[src/rtl/pc_sequencer.sv]
// Program counter, return-address stack and run/halt/fault state for the Reaper core.
// Optional RET_STACK_CHECK_EN: traps stack overflow/underflow into a sticky FAULT state.
module pc_sequencer #(
  parameter int ADDR_WIDTH  = 10,
  parameter int STACK_DEPTH = 16
) (
  input  logic                           Clk,
  input  logic                           Reset,
  input  logic                           Halt,
  input  logic                           Resume,
  input  logic                           Stall,
  input  logic                           Jump_I,
  input  logic                           Jump_R,
  input  logic                           Branch,
  input  logic                           Stack_Enable,
  input  logic                           Stack_Write,
  input  logic                           Branch_Taken,
  input  logic [ADDR_WIDTH-1:0]          Imm_Addr,
  input  logic [ADDR_WIDTH-1:0]          Reg_Addr,
  output logic [ADDR_WIDTH-1:0]          PC,
  output logic                           Halted,
  output logic                           Fault,
  output logic                           Stack_Overflow,
  output logic                           Stack_Underflow,
  output logic [$clog2(STACK_DEPTH):0]   Stack_Count
);
  localparam int PW = $clog2(STACK_DEPTH);
  localparam int CW = PW + 1;
  localparam logic [CW-1:0] FULL = CW'(STACK_DEPTH);

  typedef enum logic [1:0] {RUN, HALTED, FAULT} state_t;

  state_t                state, state_n;
  logic [ADDR_WIDTH-1:0] pc, pc_n, pc_inc, top;
  logic [PW-1:0]         sp, sp_n;
  logic [CW-1:0]         cnt, cnt_n;
  logic                  push;
  logic [ADDR_WIDTH-1:0] stack [STACK_DEPTH];

  assign pc_inc = pc + ADDR_WIDTH'(1);
  // sp points at the next free slot; the top entry sits just below it
  assign top    = stack[sp - PW'(1)];

`ifdef RET_STACK_CHECK_EN
  logic ovf, ovf_n, unf, unf_n;
`endif

  always_comb begin
    state_n = state;
    pc_n    = pc;
    sp_n    = sp;
    cnt_n   = cnt;
    push    = 1'b0;
`ifdef RET_STACK_CHECK_EN
    ovf_n   = ovf;
    unf_n   = unf;
`endif
    case (state)
      RUN: begin
        if (Stall) begin
          state_n = RUN;
        end else if (Halt) begin
          state_n = HALTED;
        end else if (Stack_Enable && Stack_Write) begin
`ifdef RET_STACK_CHECK_EN
          if (cnt == FULL) begin
            ovf_n   = 1'b1;
            state_n = FAULT;
          end else begin
            push  = 1'b1;
            pc_n  = Imm_Addr;
            sp_n  = sp + PW'(1);
            cnt_n = cnt + CW'(1);
          end
`else
          push  = 1'b1;
          pc_n  = Imm_Addr;
          sp_n  = sp + PW'(1);
          cnt_n = (cnt == FULL) ? cnt : cnt + CW'(1);
`endif
        end else if (Stack_Enable) begin
`ifdef RET_STACK_CHECK_EN
          if (cnt == '0) begin
            unf_n   = 1'b1;
            state_n = FAULT;
          end else begin
            pc_n  = top;
            sp_n  = sp - PW'(1);
            cnt_n = cnt - CW'(1);
          end
`else
          pc_n  = top;
          sp_n  = sp - PW'(1);
          cnt_n = (cnt == '0) ? cnt : cnt - CW'(1);
`endif
        end else if (Jump_R) begin
          pc_n = Reg_Addr;
        end else if (Jump_I || (Branch && Branch_Taken)) begin
          pc_n = Imm_Addr;
        end else begin
          pc_n = pc_inc;
        end
      end
      HALTED: begin
        if (Resume) begin
          pc_n    = pc_inc;
          state_n = RUN;
        end
      end
      default: state_n = state;
    endcase
  end

  always_ff @(posedge Clk or posedge Reset) begin
    if (Reset) begin
      state <= RUN;
      pc    <= '0;
      sp    <= '0;
      cnt   <= '0;
    end else begin
      state <= state_n;
      pc    <= pc_n;
      sp    <= sp_n;
      cnt   <= cnt_n;
    end
  end

`ifdef RET_STACK_CHECK_EN
  always_ff @(posedge Clk or posedge Reset) begin
    if (Reset) begin
      ovf <= 1'b0;
      unf <= 1'b0;
    end else begin
      ovf <= ovf_n;
      unf <= unf_n;
    end
  end
  assign Stack_Overflow  = ovf;
  assign Stack_Underflow = unf;
  assign Fault           = (state == FAULT);
`else
  assign Stack_Overflow  = 1'b0;
  assign Stack_Underflow = 1'b0;
  assign Fault           = 1'b0;
`endif

  // Contents are not reset; only the pointer/count define validity
  always_ff @(posedge Clk) begin
    if (push) stack[sp] <= pc_inc;
  end

  assign PC          = pc;
  assign Halted      = (state == HALTED);
  assign Stack_Count = cnt;
endmodule
[config.mk]
export PLATFORM = sky130hd
export DESIGN_NAME = pc_sequencer
export DESIGN_NICKNAME = d
export VERILOG_FILES = /design/src/rtl/pc_sequencer.sv
export SDC_FILE = /design/constraint.sdc
export NUM_CORES = 1
export LEC_CHECK = 0
export ABC_AREA = 1
export CORE_MARGIN = 10
export CORE_UTILIZATION = 50
export DETAILED_ROUTE_END_ITERATION = 12
export GPL_TIMING_DRIVEN = 1
export PLACE_DENSITY = 0.72
export SETUP_SLACK_MARGIN = 0.3
export SLEW_MARGIN = 5
export SYNTH_ARGS = -nofsm -noshare
export SYNTH_HDL_FRONTEND = slang
export SYNTH_SLANG_ARGS = --single-unit
[constraint.sdc]
create_clock -name Clk -period 2 [get_ports Clk]
set_input_delay 0.6 -clock Clk [delete_from_list [all_inputs] [get_ports Clk]]
set_output_delay 0.6 -clock Clk [all_outputs]
set_load 0.02 [all_outputs]
; ---- Word level (Yosys, flattened, before mapping)
; Memory sizes are Yosys's and may differ from the RTL's.
; Cells that the tools add are included.
[totals]
ram_bits = 160
register_bits = 21
output_inout_bits = 19
n_memories = 1
inputBits = 31
[mem_list]
columns = memory, words, width, read_ports, rd_ports_with_merged_regs, wr, line
row1 = stack, 16, 10, 1, 0, 1, 38  ; logic [ADDR_WIDTH-1:0] stack [STACK_DEPTH];
[classes]
reduce_logical = 11
n_bitwise = 2
mux = 24
n_eq_ne = 8
n_addsub = 5
[op_table]
columns = cell, count
row1 = $mux W10, 7
row2 = $mux W5, 4
row3 = $pmux W10 S2, 1
row4 = $add A10 B1 Y10 const B, 1
row5 = $ne A2 B2 Y1 const B, 5
row6 = $mux W4, 2
row7 = $reduce_and A4 Y1, 2
row8 = $mux W1, 6
row9 = $mux W2, 3
row10 = $reduce_and A6 Y1, 1
row11 = $add A5 B1 Y5 const B, 1
row12 = $eq A5 B5 Y1 const B, 1
row13 = $logic_not A5 Y1, 1
row14 = $sub A5 B1 Y5 const B, 1
row15 = $add A4 B1 Y4 const B, 1
row16 = $pmux W2 S2, 1
row17 = $reduce_bool A2 Y1, 2
row18 = $sub A4 B1 Y4 const B, 1
row19 = $ne A3 B3 Y1 const B, 1
row20 = $reduce_and A3 Y1, 1
row21 = $eq A2 B1 Y1 const B, 1
row22 = $logic_and A1 B1 Y1, 2
row23 = $logic_not A2 Y1, 1
row24 = $not A1 Y1, 2
row25 = $logic_or A1 B1 Y1, 1

; ---- Logic depth before layout (Yosys ltp)
; Gate-level depths: netlist (run 1).
[depth]
depth_word = 9
ltp_mapped = 17
mapped_depth_nobuf = 12

; ---- Least setup slack after synthesis (run 1)
; No wires, ideal clock.
[synth_timing]
kind = input-to-reg
from = in Stack_Enable
to = mem stack[0][0] (enable)
stages = 5
setup_slack_ps = -246
setup_ps = 376
arrival_ps = 1870
path_cell_list = buf_2 -> nand2_2 -> nor4_1 -> nand2_1 -> nor2_1
[synth_between]
elab_chain_len = 7
[synth_lines]
columns = element, line
row1 = start: declaration, 15  ; input logic Stack_Enable,
row2 = $logic_and A1 B1 Y1, 64  ; end else if (Stack_Enable && Stack_Write) begin
row3 = $mux W1, 64
row4 = $mux W1, 62  ; end else if (Halt) begin
row5 = $mux W1, 60  ; if (Stall) begin
row6 = $mux W1, 58  ; case (state)
row7 = $mux W1, 149  ; if (push) stack[sp] <= pc_inc;
row8 = $mux W1 (implied by the code), 149
row9 = end: declaration, 38
; Every way passes these cells.

; ---- Worst setup path after layout (run 1)
[layout_timing]
from = reg sp[1]
to = reg pc[7] (netlist: PC[7])
[layout_between]
elab_chain_len = 7
[layout_lines]
columns = element, line
row1 = start: declaration, 35  ; logic [PW-1:0] sp, sp_n;
row2 = start signal: assignment, 123  ; sp <= sp_n;
row3 = $sub A4 B1 Y4, 42  ; assign top = stack[sp - PW'(1)];
row4 = $mem_v2 Z16 W10, --
row5 = $mux W10, 81  ; end else if (Stack_Enable) begin
row6 = $mux W10, 64
row7 = $mux W10, 62
row8 = $mux W10, 60
row9 = $pmux W10 S2, 58
row10 = end signal: assignment, 122  ; pc <= pc_n;
row11 = end: declaration, 34  ; logic [ADDR_WIDTH-1:0] pc, pc_n, pc_inc, top;
; Every way passes these cells. The select of a mux whose other input is x is not followed.
; A chain may end at the register's enable or synchronous reset.

==> results of run 1 <==
[flip-flops by register name, indices dropped and copies added, names as in the netlist]
name,cells
PC,10
stack,160
state,1
Stack_Count,5
sp,4
[worst min path at each step]
| stage | endpoint | slack, ns | depth (start not counted) |
|---|---|---|---|
| 6_report | Stack_Count[3] | 0.50 | 3 |
| 5_1_grt | PC[3] | 0.52 | 3 |
| 4_1_cts | Stack_Count[3] | 0.51 | 3 |
| 3_5_place_dp | sp[3] | 0.57 | 2 |
| 3_3_place_gp | Stack_Count[3] | 0.55 | 2 |
| 2_1_floorplan | sp[3] | 0.53 | 2 |
[critical path: stages, from the launching register on]
cell      delay (ns)
dfrtp_1         0.37
inv_2           0.08
ha_4            0.32
buf_12          0.14
o21ai_0         0.13
o211ai_1        0.37
nand3_1         0.19
nand3_2         0.13
nand2_2         0.07
a21oi_2         0.13
[cells in the final DEF, fill, tap and decap left out, types with 2 or more instances in the layout]
cell type	Yosys	layout
a21oi_1	36	29
a21oi_2	2	9
buf_12	0	29
buf_16	0	6
buf_2	19	13
buf_4	8	61
buf_6	6	7
clkbuf_1	10	2
clkbuf_16	0	18
clkbuf_2	0	3
clkdlybuf4s15_2	0	2
clkdlybuf4s50_1	0	26
clkinv_4	0	5
conb_1	1	3
dfrtp_1	20	14
dfrtp_2	0	6
dlygate4sd2_1	0	2
edfxtp_1	160	160
ha_1	9	5
ha_4	0	3
inv_1	46	44
inv_2	5	6
inv_6	0	5
nand2_1	130	114
nand2_2	2	14
nand2_4	1	4
nand3_1	72	52
nand3_2	0	20
nand4_1	2	2
nor2_1	153	122
nor2_2	1	9
nor2_4	0	24
o211ai_1	22	22
o21ai_0	85	40
o21ai_1	0	35
o21ai_2	1	11
or2_2	3	2
xor2_1	8	6
[metal layers]
layer	up-vias	routed length [µm]	global-route usage [%]
li1	3056	-	-
met1	3135	9300	27.3
met2	407	11700	34.9
met3	53	2310	5.73
met4	0	886	8.29
met5	-	0	0
[kinds of logic (layout without fill, tap and decap cells)]
group           Yosys count  after routing  synth area share, %
xor+xnor                  9              9                0.949
buf+inv                  95            235                 5.48
fa+ha+maj                10             10                 1.60
simple gates            369            370                 18.4
flops                   180            180                 63.9
other cells               1              3               0.0451
compound gates          147            147                 9.68
[report_power, final]
part	internal [mW]	switching (mW)
Sequential	4.94	0.225
Clock	1.65	1.45
Combinational	4.65	6.90
Total	11.2	8.58
[per-stage QoR]
step                utilization [%]  cells
floorplan                         -    813
global placement               60.1   1106
detailed placement             60.1   1106
CTS                            66.2   1163
global route                   67.9   1174
finish                         67.9   1174
[repair_timing]
item | 4_1_cts | 5_1_grt
cloned | 5 | 2
gates resized for setup | 133 | 78
setup buffers | 20 | 9
setup endpoints to repair | 203 | 218
pin swaps | 36 | 44
[layout make-up]
class / instances / area [µm²]
timing repair buffer: 151 / 1700
multi-input combinational: 539 / 3090
clock buffer: 20 / 447
fill: 1126 / 5270
clock inverter: 12 / 100
inverter: 52 / 210
tap: 220 / 275
sequential: 180 / 5310
==> flow_summary_export.csv, run 1 <==
group,metric,value,unit
critical_path,timing.rr.start,"sp[1]",
grt,antenna_found_initial,0,
route,totalWireLength,24.2,mm
floorplan,initial_core_util,50.6,%
yosys,synth-edff-count,160,
place,placed_cell_area,9850,µm²
clock_tree,clock-sinks,180,
critical_path,critPathCaptureType,"register",
yosys,synth_cells,811,
run_status,status,"complete, no violations",
job,cap_violations,0,
route,drc,0,
final_layout,final_area,11100,µm²
clock_tree,clockBufferDepth,2,
sta,relSlewSlack,56.9,%
min_path,min_path_type,"input port to asynchronous set/reset pin",
sta,rsz0062_at_grt,"yes",
sta,fin_setup_tns,0,ns
sta,clock_skew,0.0139,ns
route,first_iter_violations,728,
sta,tightest_slew,0.646,ns
yosys,yosys-top-cells-count,"160 x edfxtp_1, 153 x nor2_1, 130 x nand2_1",
yosys,ys_warn_count,0,
critical_path,crit_fanout,5,
sta,hold_slack,0.500,ns
final_layout,syn_to_final_growth,34.0,%
sta,worst_slack,0.0150,ns
yosys,syn_avg_cell_area,10.2,µm²
yosys,synth_top_area_share,57.8,%
clock_tree,holdBufCountCts,0,
grt,grt_usage,21.6,%
pwr,power_density,1780,nW/µm²
yosys,synth_most_common_cell,"edfxtp_1",
clock_tree,cts_buffers,17,
final_layout,antennaDiodeCount,0,
grt,grt_max_degree,37,
yosys,ys_types,32,
critical_path,cp.arrival,2.35,ns
sta,setup_viol,0,
sta,hold_violations,0,
route,drtAntennaViolNets,0,
critical_path,worstSetupPathType,"register to register",
floorplan,core,16400,µm²
critical_path,cp_data_required_time,2.37,ns
yosys,synthFlopType,"edfxtp_1",
yosys,synthArstFlopShare,11.1,%
pwr,leakage,4.26,nW
place,place_ws,-0.383,ns
yosys,seq_area_frac_synth,63.9,%
sta,min_period,1.99,ns
floorplan,die_y,149,µm
place,io_buffers,46,
floorplan,die_area,22200,µm²
critical_path,startpoint_type,"register",
grt,grt_pass1_wl,36.7,mm
clock_tree,path_clk_slew,0.07,ns
clock_tree,clk_latency,0.43,ns
critical_path,rr_worst_depth,9,
grt,grt_overflow,0,
place,gp_congestion,0.914,
yosys,yosys.area.top_type,"edfxtp_1",
sta,slew_violations,0,
critical_path,startpoint,"sp[1]",
floorplan,boundaryPins,50,
yosys,synth_area,8310,µm²
clock_tree,cts_tree,"done",
yosys,synth_top_cells_by_area,"edfxtp_1 58%, nor2_1 6.9%, dfrtp_1 6.0%",
route,num_vias,6651,
route,drt-vias-per-instance,5.67,
critical_path,setup.worst_path.end,"PC[7]",
critical_path,ff2ff_setup_slack,0.01,ns
clock_tree,cts.root.buffer_cell,"clkbuf_16",
pwr,totalPowerFinal,19.8,mW
route,detail_route.first_pass.iterations,5,
floorplan,die_x,149,µm
yosys,ys_ff_latch,180,
sta,fin_crit_sh,99.3,%
critical_path,timing.rr.end,"PC[7]",
final_layout,layout-drive-gt1-share,28.5,%
place,hpwl,14.5,mm
pwr,ir_drop,0.946,mV
route,post_drt_wl_per_cell,20.6,µm
clock_tree,htreeDepth,4,
sta,fmaxAchievable,504,MHz
grt,first_global_vias,6550,
final_layout,final_nets,982,
floorplan,row_count,47,
Power figures use the tool's default switching activity.
==> run 2, diff against run 1 <==
--- a/config.mk
+++ b/config.mk
@@ -6,6 +6,7 @@
 export NUM_CORES = 1
 export LEC_CHECK = 0
 export ABC_AREA = 1
+export CAP_MARGIN = 20
 export CORE_MARGIN = 10
 export CORE_UTILIZATION = 50
 export DETAILED_ROUTE_END_ITERATION = 12
==> results of run 2 <==
No change in the layout: final DEF, timing and power equal those of run 1.
